`config.mk`:
```
export PLATFORM = sky130hd
export DESIGN_NAME = universal_shift_reg
export DESIGN_NICKNAME = d
export VERILOG_FILES = /design/src/rtl/universal_shift_reg.sv
export SDC_FILE = /design/constraint.sdc
export NUM_CORES = 1
export LEC_CHECK = 0
export BUFFER_PORTS_ARGS = -buffer_cell sky130_fd_sc_hd__buf_2
export CAP_MARGIN = 10
export CORE_ASPECT_RATIO = 1.75
export CORE_MARGIN = 8
export CORE_UTILIZATION = 30
export DETAILED_ROUTE_END_ITERATION = 10
export SKIP_CTS_REPAIR_TIMING = 1
export SYNTH_ARGS = -nofsm -noshare
export SYNTH_HDL_FRONTEND = slang
export SYNTH_SLANG_ARGS = --single-unit
```
`constraint.sdc`:
```
create_clock -name clk -period 4.5 [get_ports clk]
set_clock_uncertainty 0.1 [all_clocks]
set_input_delay 0.9 -clock clk [delete_from_list [all_inputs] [get_ports clk]]
set_output_delay 0.9 -clock clk [all_outputs]
set_load 0.02 [all_outputs]
```
`src/rtl/universal_shift_reg.sv`:
```
// universal_shift_reg: parametrised staging register with load, clear, logical and
// arithmetic shifts, and rotates.
// Multi-bit shifts and rotates step one bit per cycle behind a start/busy/done handshake.
// Optional macro UNIVERSAL_SHIFT_PARITY_EN adds a registered parity_out output.

module universal_shift_reg #(
    parameter int unsigned WIDTH = 8,
    parameter int unsigned CNT_W = $clog2(WIDTH + 1)
) (
    input  logic             clk,
    input  logic             rst,
    input  logic             start,
    input  logic [2:0]       mode,
    input  logic [CNT_W-1:0] shamt,
    input  logic [WIDTH-1:0] parallel_in,
    input  logic             serial_in_left,
    input  logic             serial_in_right,
    output logic [WIDTH-1:0] parallel_out,
    output logic             serial_out_left,
    output logic             serial_out_right,
    output logic             busy,
    output logic             done
`ifdef UNIVERSAL_SHIFT_PARITY_EN
    ,
    output logic             parity_out
`endif
);

    localparam logic [2:0] ModeHold = 3'b000;
    localparam logic [2:0] ModeLoad = 3'b001;
    localparam logic [2:0] ModeShl  = 3'b010;
    localparam logic [2:0] ModeShr  = 3'b011;
    localparam logic [2:0] ModeRol  = 3'b100;
    localparam logic [2:0] ModeRor  = 3'b101;
    localparam logic [2:0] ModeAsr  = 3'b110;
    localparam logic [2:0] ModeClr  = 3'b111;

    localparam logic [CNT_W-1:0] CntOne = CNT_W'(1);

    typedef enum logic {StIdle, StShift} state_e;

    state_e           state_q, state_d;
    logic [WIDTH-1:0] data_q, data_d;
    logic [CNT_W-1:0] cnt_q, cnt_d;
    logic [2:0]       op_q, op_d;
    logic             busy_q, busy_d;
    logic             done_q, done_d;

    // Single 1-bit step of a shift/rotate mode; non-stepping modes pass the value through.
    function automatic logic [WIDTH-1:0] shift_step(
        input logic [2:0]       op,
        input logic [WIDTH-1:0] q,
        input logic             fill_l,
        input logic             fill_r
    );
        logic [WIDTH-1:0] r;
        r = q;
        case (op)
            ModeShl: r = {q[WIDTH-2:0], fill_r};
            ModeShr: r = {fill_l, q[WIDTH-1:1]};
            ModeRol: r = {q[WIDTH-2:0], q[WIDTH-1]};
            ModeRor: r = {q[0], q[WIDTH-1:1]};
            ModeAsr: r = {q[WIDTH-1], q[WIDTH-1:1]};
            default: r = q;
        endcase
        return r;
    endfunction

    function automatic logic is_step_mode(input logic [2:0] op);
        return (op != ModeHold) && (op != ModeLoad) && (op != ModeClr);
    endfunction

    // Next-state logic: command capture in idle, one step per cycle while shifting.
    always_comb begin
        state_d = state_q;
        data_d  = data_q;
        cnt_d   = cnt_q;
        op_d    = op_q;
        busy_d  = busy_q;
        done_d  = 1'b0;

        unique case (state_q)
            StIdle: begin
                if (start) begin
                    if (is_step_mode(mode)) begin
                        // The capture edge performs the first step, so only shamt-1 remain.
                        if (shamt != '0) begin
                            data_d = shift_step(mode, data_q, serial_in_left, serial_in_right);
                        end
                        if (shamt > CntOne) begin
                            state_d = StShift;
                            op_d    = mode;
                            cnt_d   = shamt - CntOne;
                            busy_d  = 1'b1;
                        end else begin
                            done_d = 1'b1;
                        end
                    end else begin
                        case (mode)
                            ModeLoad: data_d = parallel_in;
                            ModeClr:  data_d = '0;
                            default:  data_d = data_q;
                        endcase
                        done_d = 1'b1;
                    end
                end
            end
            StShift: begin
                data_d = shift_step(op_q, data_q, serial_in_left, serial_in_right);
                cnt_d  = cnt_q - CntOne;
                if (cnt_q == CntOne) begin
                    state_d = StIdle;
                    busy_d  = 1'b0;
                    done_d  = 1'b1;
                end
            end
            default: begin
                state_d = StIdle;
                busy_d  = 1'b0;
            end
        endcase
    end

    // State, data and handshake registers.
    always_ff @(posedge clk or posedge rst) begin
        if (rst) begin
            state_q <= StIdle;
            data_q  <= '0;
            cnt_q   <= '0;
            op_q    <= ModeHold;
            busy_q  <= 1'b0;
            done_q  <= 1'b0;
        end else begin
            state_q <= state_d;
            data_q  <= data_d;
            cnt_q   <= cnt_d;
            op_q    <= op_d;
            busy_q  <= busy_d;
            done_q  <= done_d;
        end
    end

`ifdef UNIVERSAL_SHIFT_PARITY_EN
    logic parity_q;

    // Parity tracks the register by computing it from the next value on the same edge.
    always_ff @(posedge clk or posedge rst) begin
        if (rst) begin
            parity_q <= 1'b0;
        end else begin
            parity_q <= ^data_d;
        end
    end

    assign parity_out = parity_q;
`endif

    assign parallel_out     = data_q;
    assign serial_out_left  = data_q[WIDTH-1];
    assign serial_out_right = data_q[0];
    assign busy             = busy_q;
    assign done             = done_q;

endmodule

```
==> qor.csv <==
stage,metric,value,unit
status,status,finished clean,
global_route,grt_start_max_net_pins,27,
final_layout,fin_nets,219,
final_layout,antenna-diode-count,0,
sta,period_share,56.34,%
global_route,use_met2,23.10,%
final_layout,final_common_cell,buf_2,
placement,globalplace.congestion,0.8149,
worst_setup_path,r2r_slack,1960,ps
synthesis,ys_seq_area_share,30.41,%
worst_hold_path,holdPathEnd,busy,
sta,max_freq,394.4,MHz
detailed_routing,vias,1399,
floorplan,rows,34,
synthesis,synth_cells,175,
final_layout,drive_gt1_share,22.16,%
floorplan,die_area,7531,um2
detailed_routing,first_iter_violations,25,
placement,placed_area,1610,um2
pwr,power_density,723.1,nW/um2
sta,post-route-min-period,2535,ps
worst_hold_path,min_path_type,reg -> reg,
detailed_routing,drtAntennaViolNets,0,
sta,holdWs,418.3,ps
floorplan,die_x,69.12,um
synthesis,synth_top_cell_area_share,30.41,%
worst_setup_path,startpoint,state_q,
global_route,grtUsageTotal,11.39,%
detailed_routing,avgRoutedWirePerCell,17.38,um
global_route,use_met1,11.02,%
synthesis,synth_largest_area_cell,dfrtp_1,
sta,maxSlewHeadroom,43.77,%
final_layout,fin_util,34.34,%
global_route,grt_pass1_vias,1456,
synthesis,avgSynthCellArea,8.465,um2
placement,dp_hpwl,3344,um
clock_tree,cts_buffers,3,
worst_setup_path,cp_max_fo,26,
worst_setup_path,reg2reg_to,parallel_out[1],
floorplan,core_region_area,4850,um2
synthesis,synthTopCellsByArea,"dfrtp_1 30%, mux2i_1 4.7%, a21oi_1 4.4%",
floorplan,floorplan.initialDensity,30.55,%
worst_setup_path,r2r_cells,4,
detailed_routing,viasPerCell,5.641,
global_route,use_met3,1.275,%
sta,rsz0062_at_grt,false,
global_route,overflow,0,
pwr,p_leak,0.7561,nW
clock_tree,cts_tree,yes,
run,drv_cap,0,
synthesis,ys.flop_type,dfrtp_1,
clock_tree,cts.clk_slew.worst_paths,70,ps
clock_tree,cts_sinks,18,
detailed_routing,drt_drc_violations_left,0,
worst_setup_path,end_kind,flip-flop,
synthesis,syn-num-nets,199,
sta,tns,0,ps
floorplan,io_pins,32,
synthesis,ys_ff_latch,18,
clock_tree,root_buffer,clkbuf_8,
worst_setup_path,cp-start-kind,flip-flop,
global_route,antenna_found_initial,0,
sta,slew_viol_final,0,
pwr,ir_drop,326.7,uV
worst_setup_path,reg2reg_from,state_q,
global_route,top_usage_layer,met2,
synthesis,syn_area,1481,um2
final_layout,final_cell_mix,"31 x buf_2, 18 x dfrtp_1, 14 x nand2_1, 13 x a21oi_1, 11 x nor2_1",
placement,portBuffers,31,
clock_tree,clk_path_buf_depth,2,
worst_hold_path,hold_depth,2,
final_layout,fin_area,1665,um2
worst_setup_path,cp_data_arrival_time,2580,ps
sta,finalHoldViolations,0,
sta,worst_slew_pin_slew,843.4,ps
clock_tree,cts_htree_levels,1,
detailed_routing,first_pass_iters,4,
global_route,grt_first_pass_wirelength,7155,um
clock_tree,clk_latency,260,ps
synthesis,synthArstFlopShare,100.0,%
worst_setup_path,required,4540,ps
synthesis,synth_edf_count,0,
detailed_routing,wirelength,4309,um
synthesis,synth.distinct_cells,51,
worst_setup_path,criticalPathCategory,reg -> reg,
worst_hold_path,hp-start,busy,
sta,final-setup-viol-count,0,
floorplan,die_h,109.0,um
synthesis,yosys_warnings,0,
final_layout,area_growth,12.42,%
-- stage by stage --
| step | total power [mW] | setup WS (ps) | std cells |
|---|---|---|---|
| 3_3_place_gp | 1.074 | 1790 | 244 |
| 2_1_floorplan | 0.9280 | 2220 | 175 |
| 3_5_place_dp | 1.076 | 1746 | 244 |
| 6_report | 1.204 | 1965 | 248 |
| 4_1_cts | 1.214 | 1991 | 248 |
| 5_1_grt | 1.308 | 1782 | 248 |
-- layer usage --
layer / routed length [um] / vias up
li1: - / 687
met1: 1577 / 681
met3: 85 / 10
met4: 124 / 0
met2: 2521 / 21
met5: 0 / -
-- worst max-delay path, stage by stage, from the launching register on --
cell,delay (ps)
dfrtp_1,900
nand2b_1,270
a21oi_1,90
a211oi_2,650
mux2_2,410
-- sequential cells by signal, summed over array words and instances, names as in the netlist --
signal	count
op_q	3
busy	1
state_q	1
parallel_out	8
cnt_q	4
done	1
-- synth_stat cells, types with 2 or more instances --
library cell / number
a21oi_1: 13
a221oi_1: 7
a22o_1: 3
a22oi_1: 2
a31oi_1: 5
a32oi_1: 2
buf_2: 8
buf_4: 2
buf_6: 2
clkbuf_1: 3
dfrtp_1: 18
ha_1: 4
inv_1: 10
mux2_2: 4
mux2i_1: 7
nand2_1: 14
nand3_1: 5
nor2_1: 11
nor2b_1: 2
nor3_1: 6
nor3b_1: 2
nor4bb_1: 2
o21ai_0: 10
o221ai_1: 2
o22ai_1: 2
xnor2_1: 2
xor2_1: 3
-- worst max-delay path by stage --
stage,endpoint,cells after the start
after floorplan,parallel_out[2],7
after global placement,parallel_out[5],5
after detailed placement,parallel_out[1],5
after CTS,parallel_out[1],4
after global routing,parallel_out[5],4
final,parallel_out[1],4
-- area by class of cell --
class / count / area, um2
Inverter: 10 / 37.54
Multi-Input combinational cell: 131 / 899.6
Sequential cell: 18 / 450.4
Tap cell: 54 / 67.56
Fill cell: 557 / 3184
Timing Repair Buffer: 31 / 155.1
Clock buffer: 4 / 55.05
-- kinds of logic (layout without fill, tap and decap cells) --
group	Yosys count	after routing	synth area share [%]
AO/OA/AOI/OAI	58	58	26.77
XOR/XNOR	6	6	4.055
adder cells (fa/ha/maj)	4	4	3.379
buffers and inverters	26	45	8.868
flip-flops	18	18	30.41
multiplexers	11	11	7.770
AND/OR/NAND/NOR	52	52	18.75
-- where the power goes --
group	internal [mW]	switching [mW]	leakage [nW]
clock network	0.0779	0.0579	0.0288
registers	0.244	0.192	0.217
logic	0.304	0.328	0.511
total	0.627	0.578	0.756
No activity file was read; power rests on OpenSTA's default activity.
